--- src/rtl/sample_sync_fifo_pkg.sv ---
// Shared constants and helpers for the sample FIFO.
// Default geometry and pointer-width calculation.
package sample_sync_fifo_pkg;

    localparam int DEF_WIDTH = 32;
    localparam int DEF_DEPTH = 4;

    function automatic int ptr_w(input int depth);
        return $clog2(depth);
    endfunction

endpackage

--- src/rtl/sample_fifo_ram.sv ---
// DEPTH x WIDTH register array.
// Synchronous write port, registered read port.
module sample_fifo_ram
    import sample_sync_fifo_pkg::*;
#(
    parameter int WIDTH = DEF_WIDTH,
    parameter int DEPTH = DEF_DEPTH,
    parameter int AW    = ptr_w(DEPTH)
) (
    input  logic             clk,
    input  logic             reset_n,
    input  logic             we,
    input  logic [AW-1:0]    waddr,
    input  logic [WIDTH-1:0] wdata,
    input  logic             re,
    input  logic [AW-1:0]    raddr,
    output logic [WIDTH-1:0] rdata
);

    logic [WIDTH-1:0] mem [DEPTH];

    // Storage write; contents need no reset.
    always_ff @(posedge clk) begin
        if (we) begin
            mem[waddr] <= wdata;
        end
    end

    // Read register holds the last popped word.
    always_ff @(posedge clk or negedge reset_n) begin
        if (!reset_n) begin
            rdata <= '0;
        end else if (re) begin
            rdata <= mem[raddr];
        end
    end

endmodule

--- src/rtl/sample_sync_fifo.sv ---
// Single-clock sample FIFO with registered output.
// Pointers, count and status flags live here.
module sample_sync_fifo
    import sample_sync_fifo_pkg::*;
#(
    parameter int WIDTH = DEF_WIDTH,
    parameter int DEPTH = DEF_DEPTH,
    parameter int AW    = ptr_w(DEPTH),
    parameter int CW    = AW + 1
) (
    input  logic             clk,
    input  logic             reset_n,
    input  logic             write_en,
    input  logic [WIDTH-1:0] data_in,
    input  logic             read_en,
    output logic [WIDTH-1:0] data_out,
    output logic             empty,
    output logic             full,
    output logic [CW-1:0]    count,
    output logic             overflow
);

    if (WIDTH < 1) begin : g_bad_width
        $error("sample_sync_fifo: WIDTH must be >= 1");
    end
    if (DEPTH < 2 || (DEPTH & (DEPTH - 1)) != 0) begin : g_bad_depth
        $error("sample_sync_fifo: DEPTH must be a power of two >= 2");
    end

    logic [AW-1:0] wptr;
    logic [AW-1:0] rptr;
    logic          wr_ok;
    logic          rd_ok;

    // Flags and accept decisions derive from the held count.
    always_comb begin
        empty = (count == '0);
        full  = (count == CW'(DEPTH));
        rd_ok = read_en && !empty;
        wr_ok = write_en && (!full || rd_ok);
    end

    // Pointer, count and overflow strobe update.
    always_ff @(posedge clk or negedge reset_n) begin
        if (!reset_n) begin
            wptr     <= '0;
            rptr     <= '0;
            count    <= '0;
            overflow <= 1'b0;
        end else begin
            overflow <= write_en && full && !read_en;
            if (wr_ok) begin
                wptr <= wptr + 1'b1;
            end
            if (rd_ok) begin
                rptr <= rptr + 1'b1;
            end
            unique case (1'b1)
                wr_ok && !rd_ok: count <= count + 1'b1;
                rd_ok && !wr_ok: count <= count - 1'b1;
                default:         count <= count;
            endcase
        end
    end

    sample_fifo_ram #(
        .WIDTH (WIDTH),
        .DEPTH (DEPTH),
        .AW    (AW)
    ) u_ram (
        .clk     (clk),
        .reset_n (reset_n),
        .we      (wr_ok),
        .waddr   (wptr),
        .wdata   (data_in),
        .re      (rd_ok),
        .raddr   (rptr),
        .rdata   (data_out)
    );

endmodule

--- config.mk ---
export PLATFORM = sky130hd
export DESIGN_NAME = sample_sync_fifo
export DESIGN_NICKNAME = d
export VERILOG_FILES = /design/src/rtl/sample_sync_fifo_pkg.sv /design/src/rtl/sample_fifo_ram.sv /design/src/rtl/sample_sync_fifo.sv
export SDC_FILE = /design/constraint.sdc
export NUM_CORES = 1
export LEC_CHECK = 0
export ABC_AREA = 0
export BUFFER_PORTS_ARGS = -buffer_cell sky130_fd_sc_hd__buf_4
export CORE_MARGIN = 2
export CORE_UTILIZATION = 35
export DETAILED_ROUTE_END_ITERATION = 8
export GPL_ROUTABILITY_DRIVEN = 0
export PLACE_DENSITY = 0.56
export SETUP_SLACK_MARGIN = 0.02
export SYNTH_ARGS = -nofsm -noshare
export SYNTH_HDL_FRONTEND = slang
export SYNTH_SLANG_ARGS = --single-unit
--- constraint.sdc ---
create_clock -name clk -period 4.88 [get_ports clk]
set_input_delay 0.244 -clock clk [delete_from_list [all_inputs] [get_ports clk]]
set_output_delay 0.244 -clock clk [all_outputs]
set_load 0.02 [all_outputs]
==> impl_metrics.toml, run 1 <==
[hold_path]
hold_path_class = "in -> reg"

[timing]
tns_ps = 0
setup_violations = 0
fin_crit_sh = 0.542
worst_pin_slew_ps = 984
hold_violations = 0
skew_ps = 12.2
clock.fmax_ghz = 0.378
relSlewSlack = 0.344
finalMaxSlewViolations = 0
rsz0062_at_grt = "no"
fin_crit_ps = 2650
layout_setup_ws_ps = 2230

[clock_network]
clock_path_buffers = 2
clk_pin_slew_ps = 60
htree_num_levels = 4
clock_latency_ps = 420
cts_tree = "yes"
cts_root_buf = "clkbuf_16"
ctsResizeCount = 0
cts_inserted_buffers = 17
clkSinkCount = 168

[global_route]
grt_util_met3 = 0.0439
grt_util_met2 = 0.213
groute.layer.met1.usage = 0.155
grt-busiest-layer = "met2"
grt_pass1_vias = 3169
grt_max_degree = 41
grt_use_total = 0.128
antenna_found_initial = 0
grt_overflow = 0
grt_pass1_wl_um = 18100

[routing]
initialDrtViolationCount = 93
vias_per_cell = 4.82
postRouteWirelength_um = 11600
wl_per_cell_um = 18.9
num_vias = 2964
drc_errors = 0
drt_first_pass_iters = 4
ant_nets = 0

[power]
p_sw_uw = 1430
p_per_area_nw_per_um2 = 628
pwr-share-clk = 0.251
finalPower_uw = 4830
switching_share = 0.297
leakagePower_uw = 0.00278
sequentialPowerShare = 0.458
p_int_uw = 3390
ir_worst_vdd_mv = 0.319
p_comb_frac = 0.291

[synthesis]
async_flop_share = 0.238
synth_edf_count = 128
synthAdderAreaFrac = 0.0110
synth_compound_area_frac = 0.0128
syn_avg_cell_area_um2 = 22.0
synth_area_um2 = 6380
synth-main-ff-cell = "edfxtp_1"
synth_top_area_cell = "edfxtp_1"
synthXorXnorAreaFrac = 0.00687
ys_types = 31
ys_seq_elements = 168
synthTopCellsByArea = "edfxtp_1 (60%), dfrtp_1 (16%), mux4_2 (11%)"
yosys.area_share.simple = 0.0179
yosys_warnings = 0
synthMuxAreaShare = 0.172
synth_top_family_by_area = "multiplexers"
synth_top_area_frac = 0.603
seq_area_frac_synth = 0.760
syn-num-nets = 331
syn_inst = 290

[setup_path]
path_class = "reg -> reg"
cp-start-kind = "register"
cp_data_arrival_time_ps = 2950
cp_max_fo = 35
endpoint_kind = "register"
worstPathRequired_ps = 5180

[floorplan]
die_h_um = 139
die_w_um = 139
die_area_um2 = 19300
core_um2 = 17900
pin_count = 74
start_util = 0.356
std_cell_rows = 49

[flow_run]
maxCapViolations = 0

[placed_design]
hpwl_um = 6560
place_ws_ps = 2240
placed_cell_area_um2 = 7130
port_buffers = 73

[cells_and_area]
layout_common_cells = "edfxtp_1 (128), buf_4 (75), dfrtp_1 (38)"
syn_to_final_growth_pct = 20.7
num_antenna_cells = 0
drive_gt1_frac = 0.461
final_core_util = 0.430
final_area_um2 = 7690
final_common_cell = "edfxtp_1"
final_nets = 414

[outcome]
status = "complete, no violations"
[power by group through the flow]
stage               Combinational, µW  Clock (µW)  Sequential (µW)
detailed placement               1440           0             2250
finish                           1410        1210             2210
CTS                              1450        1250             2230
floorplan                         888           0             2270
global route                     1520        1300             2270
global placement                 1420           0             2230
[per-layer routing]
metal	wire length (µm)	share of wire
met1	4940	0.43
met5	0	0
met3	504	0.043
met2	6020	0.52
met4	146	0.013
[path summary, 6_finish.rpt]
path,slack (ps),end,cells past startpoint,start
max,2230,count[2]$_DFFE_PN0P_,7,count[1]$_DFFE_PN0P_
min reg2reg,510,u_ram.rdata[30]$_DFFE_PN0N_,1,u_ram.rdata[30]$_DFFE_PN0N_
max reg2reg,2230,count[2]$_DFFE_PN0P_,7,count[1]$_DFFE_PN0P_
max in group asynchronous,4040,rptr[1]$_DFFE_PN0N_,2,reset_n
min,20,u_ram.mem[0][13]$_DFFE_PP_,1,data_in[13]
min in group asynchronous,380,overflow$_DFF_PN0_,2,reset_n
[cell type report]
| cell class | instances | area [µm²] |
|---|---|---|
| sequential | 168 | 4850 |
| fill | 1601 | 10200 |
| timing repair buffer | 78 | 593 |
| multi-input combinational | 100 | 1410 |
| tap | 229 | 287 |
| clock inverter | 10 | 78.8 |
| clock buffer | 22 | 454 |
| inverter | 8 | 30.0 |
[state kept, by name, indices dropped and copies added, names as in the netlist]
name,flops
rptr,2
count,3
wptr,2
overflow,1
u_ram.mem,128
u_ram.rdata,32
[kinds of logic after synthesis]
kind of cell / count (synthesis)
AO/OA/AOI/OAI: 8
buffers and inverters: 22
adder cells (fa/ha/maj): 5
flip-flops: 168
multiplexers: 65
XOR/XNOR: 5
AND/OR/NAND/NOR: 17
[through the flow]
stage	cells	hold WS [ps]
after floorplan	290	-51.6
after CTS	615	2.58
after global routing	615	0.663
after global placement	580	299
final	615	22.5
after detailed placement	580	300
[synth_stat cells, types with 2 or more instances]
cell and n:
edfxtp_1 128, dfrtp_1 40, mux2_2 32, mux4_2 32, inv_1 8, and2_2 4, buf_6 4, clkbuf_1 4
ha_1 4, buf_2 3, buf_4 3, xor2_1 3, nand3_1 2, nor2_1 2, o2111ai_1 2, o21ai_0 2
or2_2 2, xnor2_1 2
[critical path: stages (launching register included)]
cell	delay, ps
dfrtp_1	510
o31ai_4	110
buf_4	310
or2_2	360
fa_1	400
or3b_1	370
and3_2	210
a221o_1	250
[timing repair]
action,CTS,global route
endpoints found under the hold margin,48,0
setup buffers,0,0
hold buffers,3,0
(Power assumes the default switching activity.)
==> run 2: changes to the inputs <==
==> constraint.sdc (replaced) <==
create_clock -name clk -period 2.7 [get_ports clk]
set_input_delay 0.135 -clock clk [delete_from_list [all_inputs] [get_ports clk]]
set_output_delay 0.135 -clock clk [all_outputs]
set_load 0.02 [all_outputs]
==> impl_metrics.toml, run 2 (synthesis gave the netlist of run 1 again) <==
[clock_network]
clk_pin_slew_ps = 60
cts_root_buf = "clkbuf_16"
cts_inserted_buffers = 17
htree_num_levels = 4
cts_tree = "yes"
ctsResizeCount = 0
hold_buffers = 34
clock_latency_ps = 430
clkSinkCount = 168
clock_path_buffers = 2
postCtsSetupBuffers = 0

[floorplan]
std_cell_rows = 49
die_area_um2 = 19300
die_w_um = 139
core_um2 = 17900
die_h_um = 139
pin_count = 74
start_util = 0.356

[global_route]
grt_max_degree = 41
grt_util_met3 = 0.0325
grt_overflow = 0
antenna_found_initial = 1
grt_use_total = 0.125
groute.layer.met1.usage = 0.160
grt_pass1_wl_um = 18100
grt_util_met2 = 0.202
grt-busiest-layer = "met2"
grt_pass1_vias = 3283

[timing]
fin_crit_sh = 0.854
tns_ps = 0
fin_crit_ps = 2310
rsz0062_at_grt = "no"
clock.fmax_ghz = 0.434
relSlewSlack = 0.373
skew_ps = 9.53
finalMaxSlewViolations = 0
hold_violations = 0
setup_violations = 0
worst_pin_slew_ps = 940

[cells_and_area]
drive_gt1_frac = 0.432
reg.largest.list = "u_ram.mem: 128 flops, u_ram.rdata: 32 flops, count: 3 flops"
largest-register = "u_ram.mem"
largest_reg_flops = 128
final_area_um2 = 8080
syn_to_final_growth_pct = 26.7
final_core_util = 0.451
layout_common_cells = "edfxtp_1 (128), buf_4 (75), dfrtp_1 (38)"
final_nets = 447
final_common_cell = "edfxtp_1"

[power]
ir_worst_vdd_mv = 0.676
leakagePower_uw = 0.00293
p_per_area_nw_per_um2 = 1100
finalPower_uw = 8930

[routing]
initialDrtViolationCount = 118
ant_nets = 0
drt_first_pass_iters = 4
vias_per_cell = 4.71
num_vias = 3054
wl_per_cell_um = 17.6
postRouteWirelength_um = 11400
drc_errors = 0

[setup_path]
cp-start-kind = "register"
endpoint_kind = "register"
path_class = "reg -> reg"
worstPathRequired_ps = 3000
path_cells = "o31ai_4 > or2_2 > fa_1 > or3b_1 > and3_2 > a221o_1"
cp_slowest_cell = "dfrtp_1"
cp_data_arrival_time_ps = 2610
reg2regPathDepth = 6
cp_max_fo = 8
max_stage_delay_ps = 510

[outcome]
status = "complete, no violations"

[placed_design]
placed_cell_area_um2 = 7170
hpwl_um = 6560
port_buffers = 73

[flow_run]
maxCapViolations = 0

[hold_path]
hold_path_class = "in -> reg"
holdPathStages = 2
## run 2: final cells by class
| cell class | instances | area [µm²] |
|---|---|---|
| Clock inverter | 13 | 130 |
| Multi-Input combinational cell | 100 | 1410 |
| Timing Repair Buffer | 111 | 943 |
| Clock buffer | 19 | 433 |
| Sequential cell | 168 | 4850 |
| Tap cell | 229 | 287 |
| Antenna cell | 1 | 2.50 |
| Fill cell | 1591 | 9820 |
| Inverter | 8 | 30.0 |
## run 2: final timing paths
path                                        startpoint                          end  slack [ps]
max in group asynchronous                      reset_n          rptr[1]$_DFFE_PN0N_        2010
hold / removal                                write_en           overflow$_DFF_PN0_          50
setup reg to reg                  count[1]$_DFFE_PN0P_         count[2]$_DFFE_PN0P_         390
hold reg to reg            u_ram.rdata[24]$_DFFE_PN0N_  u_ram.rdata[24]$_DFFE_PN0N_         510
setup / recovery                  count[1]$_DFFE_PN0P_         count[2]$_DFFE_PN0P_         390
min in group asynchronous                      reset_n         count[2]$_DFFE_PN0P_         260
## run 2: stage by stage
stage / setup WS [ps] / hold WS, ps / std cells
after CTS: 389 / 17.5 / 648
after global placement: 482 / 181 / 582
final: 394 / 48.8 / 649
after global routing: 313 / 48.5 / 649
after floorplan: 151 / -161 / 290
after detailed placement: 406 / 189 / 582
## run 2: critical path: cells and delay by family, from the launching register on
kind	cells	cell delay [ps]
AO/OA/AOI/OAI	2	370
adder cells (fa/ha/maj)	1	420
flip-flops	1	510
AND/OR/NAND/NOR	3	900
## run 2: per-layer routing
layer  part of all wire  wire length, µm
met4              0.018              202
met5                  0                0
met1               0.45             5160
met2               0.49             5620
met3              0.036              409
## run 2: report_power, final
part	total, µW	internal (µW)	switching (µW)
clock network	2310	1350	959
logic	2730	1410	1320
registers	3880	3530	353
total	8930	6290	2630
